===== src/rtl/comp_result_window.sv =====
// Windowed accumulator for comparator verdicts: counts eq/gt/lt over WINDOW
// accepted samples, then presents the counts and a majority code on a valid/ready port.
// Optional macro COMP_STREAK_EN enables the consecutive-equal streak detector.
module comp_result_window #(
  parameter int CNT_W      = 8,
  parameter int WINDOW     = 16,
  parameter int STREAK_LEN = 4
) (
  input  logic             clk,
  input  logic             rst_n,
  input  logic             in_valid,
  output logic             in_ready,
  input  logic             in_eq,
  input  logic             in_gt,
  input  logic             in_lt,
  output logic             out_valid,
  input  logic             out_ready,
  output logic [CNT_W-1:0] out_eq_cnt,
  output logic [CNT_W-1:0] out_gt_cnt,
  output logic [CNT_W-1:0] out_lt_cnt,
  output logic [1:0]       out_major,
  output logic             err_onehot,
  input  logic             err_clr,
  output logic             streak
);

  typedef enum logic {ACC = 1'b0, REPORT = 1'b1} state_t;

  localparam logic [CNT_W-1:0] LAST_IDX = CNT_W'(WINDOW - 1);

  state_t           state, state_nxt;
  logic [CNT_W-1:0] idx;
  logic [CNT_W-1:0] eq_cnt, gt_cnt, lt_cnt;
  logic             accept, take, onehot;

  assign accept = in_ready & in_valid;
  assign take   = out_valid & out_ready;
  // exactly one flag: odd parity rules out two, the AND term rules out three
  assign onehot = (in_eq ^ in_gt ^ in_lt) & ~(in_eq & in_gt & in_lt);

  always_ff @(posedge clk or negedge rst_n) begin
    if (!rst_n) state <= ACC;
    else        state <= state_nxt;
  end

  always_comb begin
    state_nxt = state;
    in_ready  = 1'b0;
    out_valid = 1'b0;
    case (state)
      ACC: begin
        in_ready = 1'b1;
        if (in_valid && idx == LAST_IDX) state_nxt = REPORT;
      end
      REPORT: begin
        out_valid = 1'b1;
        if (out_ready) state_nxt = ACC;
      end
      default: state_nxt = ACC;
    endcase
  end

  always_ff @(posedge clk or negedge rst_n) begin
    if (!rst_n) begin
      idx    <= '0;
      eq_cnt <= '0;
      gt_cnt <= '0;
      lt_cnt <= '0;
    end else if (take) begin
      idx    <= '0;
      eq_cnt <= '0;
      gt_cnt <= '0;
      lt_cnt <= '0;
    end else if (accept) begin
      idx <= idx + CNT_W'(1);
      if (onehot) begin
        if (in_eq) eq_cnt <= eq_cnt + CNT_W'(1);
        if (in_gt) gt_cnt <= gt_cnt + CNT_W'(1);
        if (in_lt) lt_cnt <= lt_cnt + CNT_W'(1);
      end
    end
  end

  assign out_eq_cnt = eq_cnt;
  assign out_gt_cnt = gt_cnt;
  assign out_lt_cnt = lt_cnt;

  always_comb begin
    out_major = 2'b11;
    if      (eq_cnt > gt_cnt && eq_cnt > lt_cnt) out_major = 2'b00;
    else if (gt_cnt > eq_cnt && gt_cnt > lt_cnt) out_major = 2'b01;
    else if (lt_cnt > eq_cnt && lt_cnt > gt_cnt) out_major = 2'b10;
  end

  // set has priority over clear; window rollover never touches it
  always_ff @(posedge clk or negedge rst_n) begin
    if (!rst_n)                err_onehot <= 1'b0;
    else if (accept && !onehot) err_onehot <= 1'b1;
    else if (err_clr)          err_onehot <= 1'b0;
  end

`ifdef COMP_STREAK_EN
  localparam logic [CNT_W-1:0] STREAK_THR = CNT_W'(STREAK_LEN);

  logic [CNT_W-1:0] run, run_nxt;
  logic             eq_only;

  assign eq_only = in_eq & ~in_gt & ~in_lt;

  always_comb begin
    run_nxt = '0;
    if (eq_only) run_nxt = (run >= STREAK_THR) ? run : run + CNT_W'(1);
  end

  always_ff @(posedge clk or negedge rst_n) begin
    if (!rst_n) begin
      run    <= '0;
      streak <= 1'b0;
    end else if (accept) begin
      run    <= run_nxt;
      streak <= (run_nxt >= STREAK_THR);
    end
  end
`else
  assign streak = 1'b0;
`endif

endmodule


===== config.mk =====
export PLATFORM = sky130hd
export DESIGN_NAME = comp_result_window
export DESIGN_NICKNAME = d
export VERILOG_FILES = /design/src/rtl/comp_result_window.sv
export SDC_FILE = /design/constraint.sdc
export NUM_CORES = 1
export LEC_CHECK = 0
export CAP_MARGIN = 20
export CORE_MARGIN = 8
export CORE_UTILIZATION = 45
export DETAILED_ROUTE_END_ITERATION = 7
export GPL_ROUTABILITY_DRIVEN = 0
export PLACE_DENSITY_LB_ADDON = 0.12
export SLEW_MARGIN = 20
export SYNTH_ARGS = -nofsm -noshare
export SYNTH_HDL_FRONTEND = slang
export SYNTH_SLANG_ARGS = --single-unit

===== constraint.sdc =====
create_clock -name clk -period 4.3 [get_ports clk]
set_input_delay 0.86 -clock clk [delete_from_list [all_inputs] [get_ports clk]]
set_output_delay 0.86 -clock clk [all_outputs]
set_load 0.05 [all_outputs]

==> qor.yml <==
detailed_routing:
  vias: 1884
  post_drt_wl_per_cell_um: 15.2
  drt_first_pass_iters: 4
  drc: 0
  viasPerCell: 5.34
  drt-initial-drc-count: 80
  drt-total-wl_um: 5380
  antenna_left: 0
sta:
  slew_viol_final: 0
  tns_ns: 0
  layout_worst_path_cycle_share: 0.938
  maxSlewHeadroom: 0.590
  finalClockSkew_ns: 0.00709
  worstMarginPinSlew_ns: 0.613
  timing.fmax_mhz: 248
  layout_min_cycle_time_ns: 4.03
  holdWs_ns: 0.478
  finalSetupViolCount: 0
  hold_viol: 0
  rsz0062_at_grt: "no"
synthesis:
  synth_top_area_cell: "dfrtp_1"
  syn-num-nets: 280
  synthCells: 243
  synthFlopType: "dfrtp_1"
  yosysWarnings: 0
  avgSynthCellArea_um2: 9.34
  synth_edf_count: 0
  synth_top_cell_area_share: 0.375
  yosysUniqueCellTypes: 45
  synth_area_um2: 2270
  ys_seq_area_frac: 0.375
  async_reset_ff_frac: 1.00
  synth_seq_cells: 34
  synth_area_leaders: "dfrtp_1 38%, ha_1 16%, xnor2_1 5.0%"
clock_network:
  holdBufCountCts: 0
  cts_root_buf: "clkbuf_8"
  clk_pin_slew_worst_paths_ns: 0.07
  cts.repair.resized: 0
  numCtsBuffers: 5
  cts_tree: "built"
  h-tree-depth: 2
  clk_path_buf_depth: 2
  cts_setup_buffers: 0
  cts_sinks: 34
  clk-insertion-delay-late_ns: 0.29
grt:
  grt_pass1_wl_um: 9230
  antenna_found_initial: 0
  grt_use_total: 0.156
  grt_pass1_vias: 1915
  grt-busiest-layer: "met2"
  grt_overflow_total: 0
  use_met2: 0.255
  use_met1: 0.193
  grt_max_degree: 35
  use_met3: 0.0443
critical_path:
  cp_max_fo: 5
  cpPeakStageDelay_ns: 0.83
  critPathKind: "reg2out"
  cp_cell_sequence: "inv_1 > ha_1 > a21o_2 > a221o_1 > a221oi_2 > a311o_2 > a2bb2oi_1 > clkdlybuf4s50_1"
  crit_slowest_cell: "clkdlybuf4s50_1"
  cp_top_family: "compound AO/OA/AOI/OAI gates"
  reg2reg_slack_ns: 2.19
  end_kind: "output pin"
  crit_buf_inv: 2
  critPathArrivalTime_ns: 3.17
  start_kind: "flop"
  cp.required_ns: 3.44
pwr:
  p_leak_nw: 1.23
  powerDensity_nw_per_um2: 753
  peakVddDrop_uv: 430
cells_and_area:
  drive_gt1_frac: 0.0601
  final_area_um2: 2790
  diodes: 0
  nNetsFinal: 320
  area_growth_pct: 22.8
die:
  core_area_um2: 4980
  start_util: 0.456
  die_area_um2: 7570
  die_w_um: 87
  rows: 26
  ios: 38
  die_h_um: 87
placed_design:
  io_buffers: 36
  hpwlAfterDp_um: 4090
  placed_area_um2: 2710
run_status:
  outcome: "completed"
worst_hold_path:
  worstHoldPathType: "reg2reg"
flow_run:
  drv_cap: 0
-- per-stage QoR --
stage / utilization / std cells / setup slack, ns / power [mW]
4_1_cts: 0.560 / 353 / 0.256 / 2.12
5_1_grt: 0.560 / 353 / 0.0743 / 2.27
6_report: 0.560 / 353 / 0.265 / 2.10
3_5_place_dp: 0.544 / 346 / 0.562 / 1.88
2_1_floorplan: - / 243 / 0.480 / 1.48
3_3_place_gp: 0.544 / 346 / 0.643 / 1.87
-- layout make-up --
type	count	area, µm²
fill	459	2190
multi-input combinational	184	1320
sequential	34	851
timing repair buffer	38	375
tap	70	87.6
inverter	20	75.1
clock buffer	5	68.8
clock inverter	2	10.0
-- cells in the mapped netlist, drive strengths merged, types with 2 or more instances --
cell type,count
inv,20
nor2b,3
ha,29
a2111oi,2
nand2,21
a21oi,12
nor3,5
xnor2,13
and2,2
buf,2
clkbuf,3
o31ai,2
nor2,25
nand3,14
o21ai,6
xor2,5
o211ai,5
mux2i,3
nand2b,2
or4,2
nand4,13
dfrtp,34
-- kinds of logic after synthesis --
family                     synth area share
and+or+nand+nor                       0.206
AOI/OAI and AO/OA                     0.131
DFF                                   0.375
adders and majority gates             0.160
buffers and inverters                0.0436
xor gates and xnor gates             0.0695
muxes                                0.0132
other                               0.00165
-- worst paths after layout --
| path | startpoint | endpoint | cells after the start |
|---|---|---|---|
| setup / recovery | out_eq_cnt[2] | out_major[0] | 8 |
| max in group asynchronous | rst_n | out_gt_cnt[7] | 2 |
| setup reg to reg | state | out_gt_cnt[5] | 5 |
| hold reg to reg | idx[7] | idx[7] | 1 |
| min in group asynchronous | rst_n | idx[1] | 2 |
| hold / removal | idx[7] | idx[7] | 1 |
-- state kept, by name, indices dropped and copies added, names as in the netlist --
signal / cells
err_onehot: 1
state: 1
idx: 8
out_lt_cnt: 8
out_gt_cnt: 8
out_eq_cnt: 8
-- worst register-to-register path: cells and delay by family, from the launching register on --
family	cells	cell delay, ns
DFF	1	0.42
and+or+nand+nor	3	1.12
AOI/OAI and AO/OA	1	0.28
xor gates and xnor gates	1	0.17
-- power by group --
part | internal (mW) | switching, mW
Clock | 0.109 | 0.118
Combinational | 0.481 | 0.797
Sequential | 0.433 | 0.162
Total | 1.02 | 1.08
-- layer usage --
layer	wire, µm	vias up
met5	0	-
met4	59	0
met3	316	6
met2	2450	40
met1	2550	892
li1	-	946
-- cell usage in the layout, fill, tap and decap left out, types with 2 or more instances in the layout --
cell type	n
xnor2_1	13
and2_1	2
o31ai_1	2
nor3_1	5
nand2_1	21
nand2b_1	2
nand4_1	13
nor2_1	25
nor2b_1	3
clkinv_2	2
o21ai_0	6
inv_1	20
clkbuf_8	5
nand3_1	14
a21oi_1	12
ha_1	29
o211ai_1	4
xor2_1	5
mux2i_1	3
clkdlybuf4s50_1	36
or4_1	2
dfrtp_1	34
buf_4	2
Power figures use the tool's default switching activity.
